**config.mk**
```make
export PLATFORM = sky130hd
export DESIGN_NAME = expr_eval_ctrl
export DESIGN_NICKNAME = d
export VERILOG_FILES = /design/src/rtl/expr_pkg.sv /design/src/rtl/expr_syntax_fsm.sv /design/src/rtl/expr_eval_ctrl.sv
export SDC_FILE = /design/constraint.sdc
export NUM_CORES = 1
export LEC_CHECK = 0
export ABC_CLOCK_PERIOD_IN_PS = 4800
export CELL_PAD_IN_SITES_DETAIL_PLACEMENT = 0
export CELL_PAD_IN_SITES_GLOBAL_PLACEMENT = 2
export CORE_MARGIN = 2
export CORE_UTILIZATION = 36
export DETAILED_ROUTE_END_ITERATION = 10
export HOLD_SLACK_MARGIN = 0.05
export MAX_ROUTING_LAYER = met4
export PLACE_DENSITY_LB_ADDON = 0.1
export SYNTH_ARGS = -nofsm -noshare
export SYNTH_HDL_FRONTEND = slang
export SYNTH_SLANG_ARGS = --single-unit
```
**constraint.sdc**
```tcl
create_clock -name clk -period 4.8 [get_ports clk]
set_clock_uncertainty 0.05 [all_clocks]
set_input_delay 0.96 -clock clk [delete_from_list [all_inputs] [get_ports clk]]
set_output_delay 0.96 -clock clk [all_outputs]
set_load 0.01 [all_outputs]
```
**src/rtl/expr_pkg.sv**
```systemverilog
// Shared definitions for the streaming expression evaluator: one-hot grammar
// states, the ASCII characters the grammar recognises, and character helpers.
package expr_pkg;

    typedef enum logic [3:0] {
        S_NUM  = 4'b0001,
        S_OP   = 4'b0010,
        S_ERR  = 4'b0100,
        S_DONE = 4'b1000
    } state_t;

    localparam logic [7:0] CH_0    = 8'h30;
    localparam logic [7:0] CH_9    = 8'h39;
    localparam logic [7:0] CH_PLUS = 8'h2B;
    localparam logic [7:0] CH_STAR = 8'h2A;

    function automatic logic is_digit(input logic [7:0] c);
        return (c >= CH_0) && (c <= CH_9);
    endfunction

    // Only meaningful when is_digit(c) holds; yields 0..9.
    function automatic logic [3:0] digit_val(input logic [7:0] c);
        logic [7:0] diff;
        diff = c - CH_0;
        return diff[3:0];
    endfunction

endpackage

```
**src/rtl/expr_syntax_fsm.sv**
```systemverilog
// Grammar state machine for digit (op digit)*: tracks whether a digit or an
// operator is expected, and flags which datapath action each accepted character needs.
module expr_syntax_fsm
    import expr_pkg::*;
(
    input  logic       clk,
    input  logic       clr,
    input  logic       accept,
    input  logic [7:0] ch,
    input  logic       last,
    input  logic       release_out,
    output state_t     state,
    output logic       take_digit,
    output logic       take_plus,
    output logic       take_star,
    output logic       finish,
    output logic       finish_ok
);

    state_t next;

    always_ff @(posedge clk or posedge clr) begin
        if (clr) begin
            state <= S_NUM;
        end else begin
            state <= next;
        end
    end

    // A final character overrides the grammar move and parks the machine in S_DONE.
    always_comb begin
        next       = state;
        take_digit = 1'b0;
        take_plus  = 1'b0;
        take_star  = 1'b0;
        finish     = 1'b0;
        finish_ok  = 1'b0;
        case (state)
            S_NUM: begin
                if (accept) begin
                    if (is_digit(ch)) begin
                        take_digit = 1'b1;
                        next       = S_OP;
                    end else begin
                        next = S_ERR;
                    end
                end
            end
            S_OP: begin
                if (accept) begin
                    if (ch == CH_PLUS) begin
                        take_plus = 1'b1;
                        next      = S_NUM;
                    end else if (ch == CH_STAR) begin
                        take_star = 1'b1;
                        next      = S_NUM;
                    end else begin
                        next = S_ERR;
                    end
                end
            end
            S_ERR: begin
                next = S_ERR;
            end
            S_DONE: begin
                if (release_out) begin
                    next = S_NUM;
                end
            end
            default: begin
                next = S_NUM;
            end
        endcase
        if (accept && last) begin
            finish    = 1'b1;
            finish_ok = take_digit;
            next      = S_DONE;
        end
    end

endmodule

```
**src/rtl/expr_eval_ctrl.sv**
```systemverilog
// Streaming expression checker/evaluator: accepts one ASCII character per
// handshake and returns pass/fail plus the value with '*' binding tighter than '+'.
module expr_eval_ctrl
    import expr_pkg::*;
#(
    parameter int W = 8
) (
    input  logic         clk,
    input  logic         clr,
    input  logic         in_valid,
    output logic         in_ready,
    input  logic [7:0]   in_char,
    input  logic         in_last,
    output logic         out_valid,
    input  logic         out_ready,
    output logic         out_ok,
    output logic [W-1:0] out_result
);

    state_t       state;
    logic         accept;
    logic         release_out;
    logic         take_digit;
    logic         take_plus;
    logic         take_star;
    logic         finish;
    logic         finish_ok;

    logic [W-1:0] acc;
    logic [W-1:0] prod;
    logic         mul_pend;
    logic [W-1:0] digit;
    logic [W-1:0] prod_next;
    logic [W-1:0] sum_next;

    assign in_ready    = (state != S_DONE);
    assign accept      = in_valid && in_ready;
    assign release_out = out_valid && out_ready;

    expr_syntax_fsm u_fsm (
        .clk         (clk),
        .clr         (clr),
        .accept      (accept),
        .ch          (in_char),
        .last        (in_last),
        .release_out (release_out),
        .state       (state),
        .take_digit  (take_digit),
        .take_plus   (take_plus),
        .take_star   (take_star),
        .finish      (finish),
        .finish_ok   (finish_ok)
    );

    // The final result must include the term being completed by the last digit.
    always_comb begin
        digit     = W'(digit_val(in_char));
        prod_next = mul_pend ? prod * digit : digit;
        sum_next  = acc + prod_next;
    end

    always_ff @(posedge clk or posedge clr) begin
        if (clr) begin
            acc      <= '0;
            prod     <= '0;
            mul_pend <= 1'b0;
        end else if (release_out) begin
            acc      <= '0;
            prod     <= '0;
            mul_pend <= 1'b0;
        end else if (accept) begin
            if (take_digit) begin
                prod <= prod_next;
            end
            if (take_plus) begin
                acc      <= acc + prod;
                mul_pend <= 1'b0;
            end
            if (take_star) begin
                mul_pend <= 1'b1;
            end
        end
    end

    always_ff @(posedge clk or posedge clr) begin
        if (clr) begin
            out_valid  <= 1'b0;
            out_ok     <= 1'b0;
            out_result <= '0;
        end else if (finish) begin
            out_valid  <= 1'b1;
            out_ok     <= finish_ok;
            out_result <= finish_ok ? sum_next : '0;
        end else if (release_out) begin
            out_valid  <= 1'b0;
            out_ok     <= 1'b0;
            out_result <= '0;
        end
    end

endmodule

```
==> results.json, run 1 <==
{
  "status": "complete, no violations",
  "grt_max_degree": 32,
  "synth.distinct_cells": 41,
  "synth_area_leaders": "dfrtp_1 29%, ha_1 11%, fa_1 8.6%",
  "crit_path_end_kind": "flop",
  "dp_hpwl_mm": 4.50,
  "ys.flop_type": "dfrtp_1",
  "antennaDiodeCount": 0,
  "cts-root-buf": "clkbuf_8",
  "dr.pass1.iters": 4,
  "start_kind": "input port",
  "ant_nets": 0,
  "clockBufferDepth": 2,
  "syn_area_per_cell_um2": 9.18,
  "worstPathArrival_ps": 4510,
  "worstPathCellList": "dlymetal6s2s_1 > and2_1 > fa_1 > inv_1 > fa_1 > inv_1 > ha_1 > a21o_1 > a21oi_1 > xnor2_1 > and2_1 > ha_1 > buf_4 > nor3_1 > nor2_1 > o41ai_2 > xnor3_1 > a32o_1",
  "initial_core_util_pct": 37.4,
  "clk_pin_slew_ps": 70,
  "rsz0062_at_grt": "false",
  "ctsHtreeMaxLevel": 2,
  "max_stage_delay_ps": 540,
  "ys_seq_area_share_pct": 30.4,
  "switching_power_uw": 223,
  "gr-total-overflow": 0,
  "cp_slowest_cell": "fa_1",
  "vias": 1980,
  "min_from": "out_result[1]",
  "synth_seq_cells": 31,
  "maxSlewViolCount": 0,
  "grt_antenna_before_repair": 0,
  "met1Wirelength_mm": 2.83,
  "clock-sinks": 31,
  "cts_setup_buffers": 0,
  "grt_pass1_wl_mm": 9.61,
  "path_buf_inv": 4,
  "synth.most_common_cell": "nand2_1",
  "die_x_um": 88.2,
  "power_frac_seq_pct": 40.2,
  "dr.max_layer_used": "met4",
  "cp_max_fo": 4,
  "p_clk_share_pct": 35.4,
  "setup_viol": 0,
  "power_frac_comb_pct": 24.4,
  "drive_gt1_share_pct": 13.9,
  "ir_worst_vdd_mv": 0.198,
  "worst_pin_slew_ps": 797,
  "syn_inst": 278,
  "swShare_pct": 29.3,
  "worst_ep_required_time_ps": 4930,
  "r2r-start": "prod[1]",
  "die_area_mm2": 0.00778,
  "grt_usage_pct": 16.8,
  "synth_edf_count": 0,
  "drv_cap": 0,
  "synth_area_leader_cell": "dfrtp_1",
  "intPower_uw": 540,
  "slew_headroom_pct": 46.8,
  "io_buffers": 23,
  "r2r_cells": 17,
  "detail_route.iter0.violations": 45,
  "fin_cells": 420,
  "p_leak_nw": 1.55,
  "p_per_area_mw_per_mm2": 241,
  "grt_pass1_vias": 1934,
  "hold_violations": 0,
  "fin_nets": 369,
  "worst_slack_ps": 418,
  "syn-num-nets": 324,
  "wirelength_mm": 5.64,
  "fmax_mhz": 228,
  "async_flop_share_pct": 100,
  "dpl_worst_slack_ps": -463,
  "hold_depth": 2,
  "wire_per_inst_um": 13.4,
  "num_io_pins": 24,
  "clock_latency_ps": 290,
  "viasPerCell": 4.71,
  "numCtsBuffers": 5,
  "period_minus_slack_ps": 4380,
  "cp.depth": 18,
  "area_delta_synth_final_pct": 24.1,
  "hp-class": "flop to flop",
  "synth_top_cell_area_share_pct": 29.4,
  "wl_met3_um": 107,
  "row_count": 30,
  "startpoint": "in_char[3]",
  "core_mm2": 0.00683,
  "netlist_area_mm2": 0.00255,
  "crit_family": "adder cells",
  "gp_congestion": 0.757,
  "drc": 0,
  "ys.warnings.count": 0,
  "dp_cells": 412,
  "dr_wl_met2_mm": 2.65,
  "period_share_pct": 91.3,
  "tritoncts": "done",
  "synth_common_cells": "31 x nand2_1, 30 x dfrtp_1, 28 x nor2_1",
  "die_y_um": 88.2,
  "critPathKind": "input port to flop"
}
sequential cells by signal (all words and copies together), names as in the netlist:
| register | flops |
|---|---|
| out_valid | 1 |
| prod | 8 |
| acc | 8 |
| mul_pend | 1 |
| out_ok | 1 |
| out_result | 8 |
| u_fsm.state | 4 |
layout make-up:
type,count,area [µm²]
Clock buffer,6,82.6
Clock inverter,2,35.0
Fill cell,717,3660
Inverter,23,86.3
Multi-Input combinational cell,217,1660
Sequential cell,31,777
Tap cell,96,120
Timing Repair Buffer,45,403
cell usage in the layout (no fill, tap or decap), types with 2 or more instances in the layout:
master	count
nor2b_1	3
xnor2_1	11
nor3_1	6
a21boi_0	2
xnor3_1	2
fa_1	10
mux2i_1	11
dlymetal6s2s_1	3
a21o_1	6
nand2b_1	4
clkdlybuf4s50_1	20
o21bai_1	3
mux2_2	3
nand2_2	2
o21ai_0	12
a21oi_1	20
buf_4	22
and2_2	4
dfrtp_1	30
ha_1	22
nand2_1	30
xor2_1	4
and2_1	14
o22ai_1	2
a211oi_1	3
clkbuf_8	6
nor2_1	28
inv_1	23
a32o_1	2
power groups by stage:
stage               registers (mW)  clock network, mW  logic (mW)
CTS                          0.307              0.279       0.190
global route                 0.311              0.296       0.212
detailed placement           0.312                  0       0.190
finish                       0.307              0.270       0.186
global placement             0.312                  0       0.188
floorplan                    0.307                  0       0.127
worst register-to-register path: stages (launching register included):
cell and delay (ps):
dfrtp_1 470, and2_1 230, fa_1 540, inv_1 50
fa_1 520, inv_1 40, ha_1 330, a21o_1 170
a21oi_1 160, xnor2_1 90, and2_1 180, ha_1 210
buf_4 140, nor3_1 170, nor2_1 70, o41ai_2 50
xnor3_1 260, a32o_1 260
through the flow:
stage | hold slack [ps] | util, % | setup TNS (ps) | cell area, µm² | total power, mW
final | 427 | 46.4 | 0 | 3170 | 0.763
after global placement | 410 | 44.4 | -484 | 3030 | 0.500
after global routing | 478 | 46.4 | 0 | 3170 | 0.819
after floorplan | 410 | - | 0 | 2550 | 0.434
after CTS | 439 | 46.2 | 0 | 3160 | 0.776
after detailed placement | 423 | 44.4 | -523 | 3030 | 0.502
repair_timing:
action,in CTS,in global routing
setup endpoints to repair,1,1
resized for setup,1,5
hold buffers,0,0
pin swaps,1,0
routing by layer:
metal / global-route usage [%] / vias up
met5: - / -
met4: 4.96 / 0
met3: 3.11 / 5
met2: 25.4 / 14
met1: 23.1 / 936
li1: - / 1025
path summary, 6_finish.rpt:
| check | endpoint | slack, ps |
|---|---|---|
| worst max register to register | out_result[7] | 720 |
| worst min register to register | out_result[1] | 430 |
| max in group asynchronous | u_fsm.state[0] | 3360 |
| worst min-delay path | out_result[1] | 430 |
| worst max-delay path | out_result[7] | 420 |
| min in group asynchronous | out_valid | 1010 |
kinds of logic (layout without fill, tap and decap cells):
kind of cell             count (synthesis)  count (layout)  synth area share, %
buffers and inverters                   30              76                 4.85
XOR/XNOR                                18              18                 7.55
AO/OA/AOI/OAI                           54              54                 12.9
flip-flops                              31              31                 30.4
multiplexers                            14              14                 5.64
AND/OR/NAND/NOR                         98              98                 19.2
adder cells (fa/ha/maj)                 33              33                 19.4
Note: power is estimated with default switching activity, not from simulation.
==> inputs of run 2 (changes only) <==
CAP_MARGIN = 15   (was not set)
CORE_UTILIZATION = 30   (was 36)
==> run 2 against run 1 <==
Sequential cell count did not move; final area fell by 0.79%; register-to-register slack got worse by 30 ps; via count rose by 1.1%; wire length rose by 2.8%; power fell by 8.9%; setup slack got worse by 40 ps; cell count rose by 2.1%; count of clock-buffer cells in the layout rose by 1; clock power fell by 26%; maximum frequency fell by 0.90%; highest routed layer unchanged.
==> results.json, run 2 (synthesis results as in run 1) <==
{
  "power_frac_seq_pct": 44.4,
  "wirelength_mm": 5.80,
  "viasPerCell": 4.66,
  "grt_pass1_vias": 2057,
  "r2r_cells": 17,
  "numCtsBuffers": 5,
  "fin_nets": 369,
  "clockBufferDepth": 2,
  "r2r-start": "prod[1]",
  "final_util_pct": 38.3,
  "dp_hpwl_mm": 4.65,
  "crit_path_end_kind": "flop",
  "critPathKind": "input port to flop",
  "detail_route.iter0.violations": 58,
  "clock-sinks": 31,
  "drc": 0,
  "die_x_um": 96.2,
  "top_regs": "acc x8, out_result x8, prod x8",
  "clk_pin_slew_ps": 70,
  "dr.pass1.iters": 4,
  "ff_latch_area_um2": 777,
  "slew_headroom_pct": 47.3,
  "gr-total-overflow": 0,
  "fmax_mhz": 226,
  "p_leak_nw": 1.53,
  "ctsHoldBuffers": 0,
  "ir_worst_vdd_mv": 0.198,
  "ctsHtreeMaxLevel": 2,
  "clock_latency_ps": 280,
  "power_frac_comb_pct": 26.7,
  "swShare_pct": 31.9,
  "hold_violations": 0,
  "rsz0062_at_grt": "false",
  "layout_common_cells": "30 x nand2_1, 30 x dfrtp_1, 28 x nor2_1, 23 x inv_1",
  "worst_ep_required_time_ps": 4920,
  "intPower_uw": 473,
  "ant_nets": 0,
  "maxSlewViolCount": 0,
  "vias": 2001,
  "wire_per_inst_um": 13.5,
  "initial_core_util_pct": 31.1,
  "grt_max_degree": 32,
  "drive_gt1_share_pct": 13.3,
  "tritoncts": "done",
  "core_mm2": 0.00822,
  "grt_usage_pct": 14.6,
  "power_uw": 695,
  "cts_setup_buffers": 0,
  "startpoint": "in_char[3]",
  "io_buffers": 23,
  "gp_congestion": 0.712,
  "grt_antenna_before_repair": 0,
  "worstPathArrival_ps": 4540,
  "grt_pass1_wl_mm": 10.1,
  "cp-endpoint": "out_result[7]",
  "worst_pin_slew_ps": 791,
  "die_area_mm2": 0.00926,
  "hp-class": "flop to flop",
  "status": "complete, no violations",
  "whs_ps": 427,
  "switching_power_uw": 222,
  "fillers": 849,
  "drv_cap": 0,
  "die_y_um": 96.2,
  "setup_viol": 0,
  "p_clk_share_pct": 28.9,
  "p_per_area_mw_per_mm2": 221,
  "start_kind": "input port",
  "antennaDiodeCount": 0,
  "area_delta_synth_final_pct": 23.1,
  "period_share_pct": 92.1,
  "multi_input_area_mm2": 0.00166,
  "cp_max_fo": 4,
  "r2r_setup_slack_ps": 690,
  "row_count": 33,
  "cts-root-buf": "clkbuf_8",
  "num_io_pins": 24,
  "period_minus_slack_ps": 4420,
  "r2r_end": "out_result[7]"
}
## run 2: timing repair
item	CTS	global route
setup endpoints to repair	1	2
resized for setup	2	4
pin swaps	1	0
gates cloned	0	0
## run 2: area by class of cell
type	count	share of cell area [%]
clock buffers	7	2.43
clock inverters	1	0.159
inverters	23	2.75
multi-input cells	217	52.9
flip-flops and latches	31	24.7
well taps	105	4.18
repair buffers	45	12.8
## run 2: through the flow
stage,instances,worst slack [ps],TNS [ps],area [µm²]
2_1_floorplan,278,161,0,2550
3_3_place_gp,421,-420,-500,3040
3_5_place_dp,421,-454,-540,3040
4_1_cts,429,33.2,0,3130
5_1_grt,429,205,0,3140
6_report,429,379,0,3140
## run 2: power groups by stage
stage	Clock (mW)	Sequential (mW)	Combinational (mW)
floorplan	0	0.307	0.127
global placement	0	0.312	0.190
detailed placement	0	0.313	0.190
CTS	0.208	0.308	0.191
global route	0.222	0.311	0.214
finish	0.201	0.309	0.186
## run 2: worst max-delay path, stage by stage
cell and delay (ps):
dlymetal6s2s_1 150, and2_1 170, fa_1 540, inv_1 50, fa_1 520, inv_1 40, ha_1 330, a21o_1 170
a21oi_1 160, xnor2_1 80, and2_1 180, ha_1 210, buf_4 140, nor3_1 170, nor2_1 70, o41ai_2 60
xnor3_1 270, a32o_1 260
## run 2: how the worst min path moves through the flow
stage / cells after the start / end / start / slack [ps]
finish: 2 / out_ok / out_ok / 430
CTS: 2 / out_ok / out_ok / 430
global placement: 2 / out_ok / out_ok / 410
detailed placement: 2 / out_ok / out_ok / 410
floorplan: 1 / u_fsm.state[2] / u_fsm.state[3] / 410
global route: 2 / out_result[3] / out_result[3] / 480
## run 2: routing by layer
| layer | track usage, % | vias up | wire [µm] |
|---|---|---|---|
| li1 | - | 1031 | - |
| met1 | 19.6 | 951 | 2910 |
| met2 | 23.8 | 17 | 2770 |
| met3 | 2.58 | 2 | 110 |
| met4 | 1.43 | 0 | 14 |
| met5 | - | - | 0 |
==> inputs of run 3 (changes only) <==
CORE_MARGIN = not set   (was 2)
==> run 3 against run 2 <==
Count of clock-buffer cells in the layout increased by 1; setup slack got worse by 85 ps; highest routed layer unchanged; global-route usage increased by 0.66 points; worst hold slack improved by 7.8 ps; sequential cell count unchanged; critical path depth unchanged; sequential share of layout area decreased by 0.12 points; first-iteration DRC count decreased by 22%; sequential power about the same; via count decreased by 0.25%; non-clock buffer count unchanged.
==> results.json, run 3 (synthesis results as in run 1) <==
{
  "numCtsBuffers": 5,
  "top_usage_layer": "met2",
  "period_share_pct": 93.9,
  "grt_use_met2_pct": 24.2,
  "drc": 0,
  "top_regs": "acc x8, out_result x8, prod x8",
  "die_area_mm2": 0.00888,
  "drv_cap": 0,
  "switching_power_uw": 228,
  "grt_usage_pct": 15.2,
  "viasPerCell": 4.65,
  "antennaDiodeCount": 0,
  "clockBufferDepth": 2,
  "final_util_pct": 38.4,
  "grt_pass1_wl_mm": 10.1,
  "ant_nets": 0,
  "worst_slack_ps": 294,
  "fillers": 854,
  "clock-sinks": 31,
  "vias": 1996,
  "p_leak_nw": 1.53,
  "hold_depth": 2,
  "num_io_pins": 24,
  "cts_setup_buffers": 0,
  "worst_ep_required_time_ps": 4930,
  "grt_pass1_vias": 2011,
  "p_clk_share_pct": 32.4,
  "slew_headroom_pct": 46.8,
  "start_kind": "input port",
  "cp_max_fo": 4,
  "ctsHtreeMaxLevel": 2,
  "die_x_um": 94.2,
  "dp_hpwl_mm": 4.64,
  "worst_pin_slew_ps": 798,
  "drive_gt1_share_pct": 13.6,
  "period_minus_slack_ps": 4510,
  "crit_path_end_kind": "flop",
  "initial_core_util_pct": 31.1,
  "p_per_area_mw_per_mm2": 231,
  "use_met1_pct": 20.2,
  "grt_antenna_before_repair": 0,
  "clock_latency_ps": 280,
  "wire_per_inst_um": 13.7,
  "core_mm2": 0.00822,
  "cts-root-buf": "clkbuf_8",
  "gp_congestion": 0.739,
  "grt_max_degree": 32,
  "fin_nets": 369,
  "worstPathArrival_ps": 4630,
  "power_frac_seq_pct": 42.2,
  "critPathKind": "input port to flop",
  "status": "complete, no violations",
  "setup_viol": 0,
  "r2r_cells": 17,
  "power_uw": 731,
  "row_count": 33,
  "post_dp_cell_area_mm2": 0.00304,
  "gr-total-overflow": 0,
  "area_delta_synth_final_pct": 23.7,
  "dr.pass1.iters": 4,
  "grtUsageMet3_pct": 2.67,
  "rsz0062_at_grt": "false",
  "power_frac_comb_pct": 25.4,
  "hp-class": "flop to flop",
  "r2r_setup_slack_ps": 690,
  "maxSlewViolCount": 0,
  "io_buffers": 23,
  "fmax_mhz": 222,
  "die_y_um": 94.2,
  "dpl_worst_slack_ps": -456,
  "layout_common_cells": "30 x nand2_1, 30 x dfrtp_1, 28 x nor2_1, 23 x inv_1",
  "hold_violations": 0,
  "swShare_pct": 31.2,
  "clk_pin_slew_ps": 70,
  "final_area_mm2": 0.00316,
  "wirelength_mm": 5.90,
  "whs_ps": 434,
  "detail_route.iter0.violations": 45,
  "ir_worst_vdd_mv": 0.125,
  "intPower_uw": 502,
  "tritoncts": "done"
}
-- run 3: changes by cell type in the layout (fill, tap and decap cells not counted), sizes merged --
cell,change
dlygate4sd2,+1
dlymetal6s2s,-1
clkbuf,+1
clkinv,-1
-- run 3: per-stage QoR --
step	cells	TNS, ps
finish	429	0
global route	429	0
CTS	429	0
detailed placement	421	-539
global placement	421	-500
floorplan	278	0
-- run 3: layout make-up --
class	instances	area, µm²	share of cell area [%]
flip-flops and latches	31	777	24.6
clock buffers	8	100	3.17
multi-input cells	217	1660	52.7
inverters	23	86.3	2.73
repair buffers	45	399	12.6
well taps	105	131	4.16
-- run 3: timing repair --
action                                  in CTS  in global routing
endpoints found under the setup margin       1                  1
hold buffers                                 0                  0
pin swaps                                    1                  0
gates resized for setup                      3                  3
-- run 3: critical path, cell delays in order --
cell and delay, ps:
dlygate4sd2_1 280, and2_2 190, fa_1 500, inv_1 50, fa_1 530, inv_1 40, ha_1 330, a21o_1 170
a21oi_1 170, xnor2_1 80, and2_1 180, ha_1 210, buf_4 140, nor3_1 170, nor2_1 70, o41ai_2 50
xnor3_1 250, a32o_1 260
-- run 3: final timing paths --
kind	start	endpoint
setup / recovery	in_char[2]	out_result[7]
hold / removal	out_ok	out_ok
setup reg to reg	prod[1]	out_result[7]
hold reg to reg	out_ok	out_ok
max in group asynchronous	clr	u_fsm.state[0]
min in group asynchronous	clr	out_ok
-- run 3: routing by layer --
metal / part of all wire [%] / vias to the layer above / routed length (µm)
li1: - / 1023 / -
met1: 50 / 954 / 2940
met2: 48 / 14 / 2820
met3: 1.7 / 5 / 100
met4: 0.64 / 0 / 38
met5: 0 / - / 0
-- run 3: power by group through the flow --
stage                     logic, mW  clock network (mW)  registers, mW
final                         0.185               0.237          0.309
after global routing          0.215               0.254          0.312
after CTS                     0.190               0.242          0.308
after detailed placement      0.190                   0          0.313
after global placement        0.190                   0          0.313
after floorplan               0.127                   0          0.307
